[src/rtl/vip_matrix_pkg.sv]
// ----------------------------------------------------------------------------
// vip_matrix_pkg
//   Shared constants, FSM state type and window index helper for the 5x5
//   matrix window generator.
//   Contents:
//     DATA_W_DEF  default pixel width
//     RAM_LAT_DEF default line-buffer latency (ram_clken -> ram_post_clken)
//     WIN         window edge length (5)
//     state_e     IDLE / ACTIVE
//     win_idx     flat element index of p[r][c] inside matrix_p
// ----------------------------------------------------------------------------
package vip_matrix_pkg;

    localparam int unsigned DATA_W_DEF  = 8;
    localparam int unsigned RAM_LAT_DEF = 3;
    localparam int unsigned WIN         = 5;

    typedef enum logic {
        IDLE   = 1'b0,
        ACTIVE = 1'b1
    } state_e;

    function automatic int unsigned win_idx(input int unsigned r, input int unsigned c);
        return WIN * r + c;
    endfunction

endpackage

[src/rtl/vip_win_row_shift.sv]
// ----------------------------------------------------------------------------
// vip_win_row_shift
//   One row of the 5x5 window: a 5-stage DATA_W shift register. Column c0 is
//   the oldest pixel, c4 the newest; a shift moves c0<=c1 .. c3<=c4, c4<=din.
//   A synchronous clear zeroes c0..c3; if a shift happens in the same clock,
//   c4 still takes din so the first pixel of a line is not lost.
//   Ports:
//     clk    in   clock
//     rst_n  in   asynchronous reset, active low
//     i_en   in   shift enable
//     i_clr  in   synchronous clear
//     i_din  in   DATA_W pixel shifted into c4
//     o_row  out  5*DATA_W row; c at [DATA_W*c +: DATA_W]
// ----------------------------------------------------------------------------
module vip_win_row_shift
    import vip_matrix_pkg::*;
#(
    parameter int unsigned DATA_W = DATA_W_DEF
) (
    input  logic                  clk,
    input  logic                  rst_n,
    input  logic                  i_en,
    input  logic                  i_clr,
    input  logic [DATA_W-1:0]     i_din,
    output logic [WIN*DATA_W-1:0] o_row
);

    logic [DATA_W-1:0] r_col [WIN];

    always_ff @(posedge clk or negedge rst_n) begin
        if (!rst_n) begin
            for (int i = 0; i < WIN; i++) begin
                r_col[i] <= '0;
            end
        end else if (i_clr) begin
            for (int i = 0; i < WIN - 1; i++) begin
                r_col[i] <= '0;
            end
            r_col[WIN-1] <= i_en ? i_din : '0;
        end else if (i_en) begin
            for (int i = 0; i < WIN - 1; i++) begin
                r_col[i] <= r_col[i+1];
            end
            r_col[WIN-1] <= i_din;
        end
    end

    always_comb begin
        o_row = '0;
        for (int i = 0; i < WIN; i++) begin
            o_row[DATA_W*i +: DATA_W] = r_col[i];
        end
    end

endmodule

[src/rtl/vip_matrix_window_5x5.sv]
// ----------------------------------------------------------------------------
// vip_matrix_window_5x5
//   Consumer end of the 5x5 line-shift RAM interface. Feeds the line buffer
//   with the live pixel stream, takes back its four previous-row taps and
//   assembles a registered 5x5 window; vsync/href are re-timed to match.
//   Optional build macro: MATRIX_ROW_ZERO_EN -- rows not yet filled in the
//   current frame are forced to 0 instead of passing stale RAM content.
//   Ports:
//     clk                 in   clock
//     rst_n               in   asynchronous reset, active low
//     i_per_frame_vsync   in   frame sync
//     i_per_frame_href    in   line valid
//     i_per_frame_clken   in   pixel strobe
//     i_per_img_y         in   pixel
//     o_ram_clken         out  strobe to line buffer
//     o_ram_shiftin       out  pixel to line buffer
//     i_ram_post_clken    in   line-buffer output strobe
//     i_ram_taps0x..3x    in   rows n-1..n-4
//     o_post_frame_vsync  out  vsync delayed RAM_LAT+1
//     o_post_frame_href   out  href delayed RAM_LAT+1 (0 while IDLE)
//     o_post_frame_clken  out  window strobe
//     o_matrix_p          out  window, p[r][c] at DATA_W*(5r+c)
//     o_matrix_valid      out  window holds 25 real pixels of this frame
// ----------------------------------------------------------------------------
module vip_matrix_window_5x5
    import vip_matrix_pkg::*;
#(
    parameter int unsigned DATA_W  = DATA_W_DEF,
    parameter int unsigned RAM_LAT = RAM_LAT_DEF
) (
    input  logic                      clk,
    input  logic                      rst_n,
    input  logic                      i_per_frame_vsync,
    input  logic                      i_per_frame_href,
    input  logic                      i_per_frame_clken,
    input  logic [DATA_W-1:0]         i_per_img_y,
    output logic                      o_ram_clken,
    output logic [DATA_W-1:0]         o_ram_shiftin,
    input  logic                      i_ram_post_clken,
    input  logic [DATA_W-1:0]         i_ram_taps0x,
    input  logic [DATA_W-1:0]         i_ram_taps1x,
    input  logic [DATA_W-1:0]         i_ram_taps2x,
    input  logic [DATA_W-1:0]         i_ram_taps3x,
    output logic                      o_post_frame_vsync,
    output logic                      o_post_frame_href,
    output logic                      o_post_frame_clken,
    output logic [WIN*WIN*DATA_W-1:0] o_matrix_p,
    output logic                      o_matrix_valid
);

    state_e            r_state;
    state_e            w_state_nxt;
    logic [RAM_LAT:0]  r_vs_dly;
    logic [RAM_LAT:0]  r_hs_dly;
    logic [DATA_W-1:0] r_pix_dly [RAM_LAT];
    logic [2:0]        r_col_cnt;
    logic [2:0]        r_row_cnt;
    logic [2:0]        w_col_now;
    logic [2:0]        w_col_nxt;
    logic [2:0]        w_row_nxt;
    logic              r_post_clken;
    logic              r_matrix_valid;
    logic              w_active;
    logic              w_vs_rise;
    logic              w_hs_lat;
    logic              w_hs_rise;
    logic              w_hs_fall;
    logic              w_strobe;
    logic              w_shift;
    logic [DATA_W-1:0] w_row_in [WIN];

    assign w_active  = (r_state == ACTIVE);
    assign w_vs_rise = i_per_frame_vsync & ~r_vs_dly[0];
    // href delayed RAM_LAT: lines up with ram_post_clken and the taps, so the
    // line-start clear lands on the same edge as the first shift of the line.
    assign w_hs_lat  = r_hs_dly[RAM_LAT-1];
    assign w_hs_rise = w_hs_lat & ~r_hs_dly[RAM_LAT];
    assign w_hs_fall = ~w_hs_lat & r_hs_dly[RAM_LAT];
    assign w_strobe  = i_ram_post_clken & w_hs_lat;
    assign w_shift   = w_strobe & w_active;

    // FSM state register
    always_ff @(posedge clk or negedge rst_n) begin
        if (!rst_n) begin
            r_state <= IDLE;
        end else begin
            r_state <= w_state_nxt;
        end
    end

    // FSM next state and line-buffer drive
    always_comb begin
        w_state_nxt        = r_state;
        o_ram_clken        = 1'b0;
        o_ram_shiftin      = '0;
        o_post_frame_href  = 1'b0;
        o_post_frame_vsync = r_vs_dly[RAM_LAT];
        if (w_vs_rise) begin
            w_state_nxt = ACTIVE;
        end
        if (w_active) begin
            o_ram_clken       = i_per_frame_clken;
            o_ram_shiftin     = i_per_img_y;
            o_post_frame_href = r_hs_dly[RAM_LAT];
        end
    end

    // Sync delay lines and current-row pixel delay, unconditional every clock
    always_ff @(posedge clk or negedge rst_n) begin
        if (!rst_n) begin
            r_vs_dly <= '0;
            r_hs_dly <= '0;
            for (int i = 0; i < RAM_LAT; i++) begin
                r_pix_dly[i] <= '0;
            end
        end else begin
            r_vs_dly     <= {r_vs_dly[RAM_LAT-1:0], i_per_frame_vsync};
            r_hs_dly     <= {r_hs_dly[RAM_LAT-1:0], i_per_frame_href};
            r_pix_dly[0] <= i_per_img_y;
            for (int i = 1; i < RAM_LAT; i++) begin
                r_pix_dly[i] <= r_pix_dly[i-1];
            end
        end
    end

    // Column/row fill counters, both saturating at 4
    always_comb begin
        w_col_now = w_hs_rise ? 3'd0 : r_col_cnt;
        w_col_nxt = w_col_now;
        if (w_strobe && (w_col_now != 3'd4)) begin
            w_col_nxt = w_col_now + 3'd1;
        end
        w_row_nxt = r_row_cnt;
        // vsync clear beats a coincident line-end increment
        if (w_vs_rise) begin
            w_row_nxt = 3'd0;
        end else if (w_hs_fall && (r_row_cnt != 3'd4)) begin
            w_row_nxt = r_row_cnt + 3'd1;
        end
    end

    always_ff @(posedge clk or negedge rst_n) begin
        if (!rst_n) begin
            r_col_cnt      <= '0;
            r_row_cnt      <= '0;
            r_post_clken   <= 1'b0;
            r_matrix_valid <= 1'b0;
        end else begin
            r_col_cnt      <= w_col_nxt;
            r_row_cnt      <= w_row_nxt;
            r_post_clken   <= w_shift;
            r_matrix_valid <= w_shift && (r_row_cnt == 3'd4) && (w_col_now == 3'd4);
        end
    end

    assign o_post_frame_clken = r_post_clken;
    assign o_matrix_valid     = r_matrix_valid;

    // Row sources: r0 = oldest line (taps3x) .. r4 = current line
    always_comb begin
        w_row_in[0] = i_ram_taps3x;
        w_row_in[1] = i_ram_taps2x;
        w_row_in[2] = i_ram_taps1x;
        w_row_in[3] = i_ram_taps0x;
        w_row_in[4] = r_pix_dly[RAM_LAT-1];
`ifdef MATRIX_ROW_ZERO_EN
        // Row r holds a line of this frame only once row_cnt >= 4-r
        for (int r = 0; r < WIN - 1; r++) begin
            if (int'(r_row_cnt) < (WIN - 1 - r)) begin
                w_row_in[r] = '0;
            end
        end
`endif
    end

    for (genvar r = 0; r < WIN; r++) begin : g_row
        vip_win_row_shift #(
            .DATA_W (DATA_W)
        ) u_row (
            .clk   (clk),
            .rst_n (rst_n),
            .i_en  (w_shift),
            .i_clr (w_hs_rise),
            .i_din (w_row_in[r]),
            .o_row (o_matrix_p[DATA_W*win_idx(r, 0) +: WIN*DATA_W])
        );
    end

endmodule
[config.mk]
export PLATFORM = sky130hd
export DESIGN_NAME = vip_matrix_window_5x5
export DESIGN_NICKNAME = d
export VERILOG_FILES = /design/src/rtl/vip_matrix_pkg.sv /design/src/rtl/vip_win_row_shift.sv /design/src/rtl/vip_matrix_window_5x5.sv
export SDC_FILE = /design/constraint.sdc
export NUM_CORES = 1
export LEC_CHECK = 0
export BUFFER_PORTS_ARGS = -buffer_cell sky130_fd_sc_hd__clkbuf_2
export CAP_MARGIN = 20
export CELL_PAD_IN_SITES_DETAIL_PLACEMENT = 0
export CELL_PAD_IN_SITES_GLOBAL_PLACEMENT = 2
export CORE_ASPECT_RATIO = 1.4
export CORE_MARGIN = 1.5
export CORE_UTILIZATION = 28
export CTS_BUF_LIST = sky130_fd_sc_hd__clkbuf_16
export DETAILED_ROUTE_END_ITERATION = 12
export MAX_ROUTING_LAYER = met4
export PLACE_DENSITY_LB_ADDON = 0.08
export SLEW_MARGIN = 10
export SYNTH_ARGS = -nofsm -noshare
export SYNTH_HDL_FRONTEND = slang
export SYNTH_SLANG_ARGS = --single-unit
[constraint.sdc]
create_clock -name clk -period 1.76 [get_ports clk]
set_clock_uncertainty 0.1 [all_clocks]
set_input_delay 0.088 -clock clk [delete_from_list [all_inputs] [get_ports clk]]
set_output_delay 0.088 -clock clk [all_outputs]
set_load 0.02 [all_outputs]
==> results.yml <==
global_routing:
  grt_use_total_pct: 16.6
  grt_pass1_wl_um: 43200
  grt_overflow_total: 0
  grt_max_degree: 81
  grt_pass1_vias: 7330
  antenna_found_initial: 0
synth:
  syn-cell-area_um2: 9210
  yosysUniqueCellTypes: 23
  syn_inst: 957
  synthesis.nets: 1006
  synth_seq_area_share_pct: 65.5
  syn_avg_cell_area_um2: 9.62
  ys.warnings.count: 0
  yosys_register_bits: 241
clock_network:
  clk_path_buf_depth: 3
  cts_tree: "yes"
  htree_levels: 1
  clock_latency_ns: 0.53
  clkSlewWorstSetupHoldPaths_ns: 0.06
  root_buffer: "clkbuf_16"
  cts_made_buffers: 27
  post_cts_buffers: 0
  clock-sinks: 241
floorplanning:
  die_y_um: 218
  fp-row-count: 78
  io_pins: 259
  die_x_um: 156
  core_area_um2: 32400
  dieArea_um2: 34000
  initial_utilization_pct: 28.4
placement:
  post_dp_cell_area_um2: 11100
  place_congestion: 0.741
  dp.cells: 1610
  port_buffers: 258
  detailed_place_hpwl_um: 17000
setup_path:
  reg2regPathDepth: 6
  path_cells: "buf_4, and2_1, clkbuf_2"
  startpoint_type: "register"
  cp_top_family: "flip-flops"
  cp-endpoint: "o_ram_shiftin[0]"
  worst-path-stages: 3
  r2r_end: "r_col_cnt[2]"
  startpoint: "r_state"
  critPathSlowestCell: "dfrtp_1"
  r2r_start: "r_hs_dly[3]"
  crit_path_end_kind: "primary output"
  cpPeakStageDelay_ns: 0.39
  required_ns: 1.57
  arrival_ns: 1.43
  criticalPathCategory: "reg2out"
  rrSetupSlack_ns: 0.14
  path_buf_inv: 2
  cp_max_fo: 11
sta:
  fin_crit_sh_pct: 92.2
  finalSetupTns_ns: 0
  setup_violations: 0
  timing.hold.ws_ns: 0.0611
  finalHoldViolCount: 0
  min_period_ns: 1.62
  tightest_slew_ns: 0.540
  rsz0062_at_grt: "no"
  maxSlewViolCount: 0
  max_freq_mhz: 616
  relSlewSlack_pct: 63.9
detailed_routing:
  first_pass_iters: 4
  drt_iter0_drc: 327
  totalWireLength_um: 27300
  ant_nets: 0
  vias: 7426
  vias_per_cell: 4.36
  wl_per_cell_um: 16.1
  drc_errors: 0
cells_and_area:
  insertedDiodeCount: 0
  area_delta_synth_final_pct: 34.1
  finalNonFillerCells: 1702
  drive_gt1_share_pct: 25.3
  fin_nets: 1293
  design_area_um2: 12400
outcome:
  status: "completed"
power_and_ir_drop:
  powerDensity_nw_per_um2: 1060
  power_leakage_nw: 6.07
  peakVddDrop_mv: 0.572
job:
  maxCapViolCount: 0
hold_path:
  hold_class: "in2async"
[cell usage in the layout (no fill, tap or decap), types with 9 or more instances in the layout]
master	synthesis	routed
clkbuf_16	0	27
clkinv_1	0	12
and2_1	11	11
a21oi_1	160	160
dlygate4sd3_1	0	45
nand3_1	44	43
clkbuf_2	0	257
dfrtp_1	241	241
nand2_1	406	406
buf_12	0	14
buf_4	17	9
[state kept, by name, indices dropped and copies added (netlist names)]
name	cells
r_col_cnt	3
r_hs_dly	4
g_row.u_row.o_row	200
r_row_cnt	3
r_vs_dly	4
o_post_frame_clken	1
r_state	1
r_pix_dly	24
o_matrix_valid	1
[worst min path at each step]
stage / start / endpoint / slack, ns / cells after the start
after floorplan: rst_n / g_row[0].u_row.o_row[0] / -0.31 / 0
after global placement: rst_n / g_row[3].u_row.o_row[6] / -0.17 / 1
after detailed placement: rst_n / g_row[3].u_row.o_row[6] / -0.18 / 1
after CTS: rst_n / g_row[3].u_row.o_row[12] / 0.06 / 3
after global routing: rst_n / g_row[2].u_row.o_row[8] / 0.08 / 3
final: rst_n / g_row[3].u_row.o_row[12] / 0.06 / 3
[synth_stat cells]
master / number / area (um^2)
nand3_1: 44 / 220
and3_1: 1 / 6.26
nor2b_1: 2 / 12.5
a21boi_0: 2 / 15.0
clkbuf_1: 11 / 41.3
o41ai_2: 1 / 16.3
nor3_1: 1 / 5.00
xnor2_1: 1 / 8.76
buf_2: 40 / 200
o21ai_0: 2 / 10.0
nand2_1: 406 / 1520
nor2_1: 1 / 3.75
nand4b_1: 1 / 8.76
inv_1: 4 / 15.0
ha_1: 3 / 37.5
o311ai_0: 2 / 17.5
dfrtp_1: 241 / 6030
a21oi_1: 160 / 801
nand2b_1: 4 / 25.0
buf_4: 17 / 128
inv_2: 1 / 3.75
mux2i_1: 1 / 10.0
and2_1: 11 / 68.8
[per-stage QoR]
stage	utilization [%]	power (mW)	setup slack [ns]
floorplan	-	6.97	0.0276
global placement	34.2	7.71	0.160
detailed placement	34.2	7.71	0.138
CTS	38.1	13.4	0.0707
global route	38.1	13.7	0.0211
finish	38.1	13.1	0.137
[cell families after synthesis]
family          Yosys count  synth area share (%)
fa+ha+maj                 3                 0.408
buf+inv                  73                  4.21
simple gates            471                  20.4
mux                       1                 0.109
compound gates          167                  9.33
xor+xnor                  1                0.0951
flops                   241                  65.5
[worst reg2reg max path, stage by stage, from the launching register on]
cell and delay (ns):
dfrtp_1 0.34, nand2b_2 0.14, nand2_1 0.09, ha_1 0.22, and3_1 0.19, o311ai_1 0.30, o41ai_2 0.12
[routing by layer]
layer	share of wire [%]	global-route usage, %
met5	0	-
met4	1.9	4.54
met3	5.2	2.90
met1	46	22.1
met2	47	26.0
[timing repair]
item | in CTS | in global routing
endpoints found under the hold margin | 290 | 0
resized for setup | 0 | 0
hold buffers | 45 | 0
[cell type report]
| class | count | area (um^2) |
|---|---|---|
| clock inverters | 20 | 158 |
| well taps | 440 | 551 |
| clock buffers | 27 | 676 |
| multi-input cells | 643 | 2810 |
| inverters | 5 | 23.8 |
| fillers | 3409 | 20100 |
| flip-flops and latches | 241 | 6030 |
| repair buffers | 326 | 2100 |
[power by group]
| part | leakage [nW] | internal (mW) | switching (mW) |
|---|---|---|---|
| registers | 3.22 | 5.85 | 0.234 |
| clock network | 0.416 | 3.19 | 2.24 |
| logic | 2.43 | 0.520 | 1.04 |
| total | 6.07 | 9.56 | 3.51 |
(Power assumes the default switching activity.)
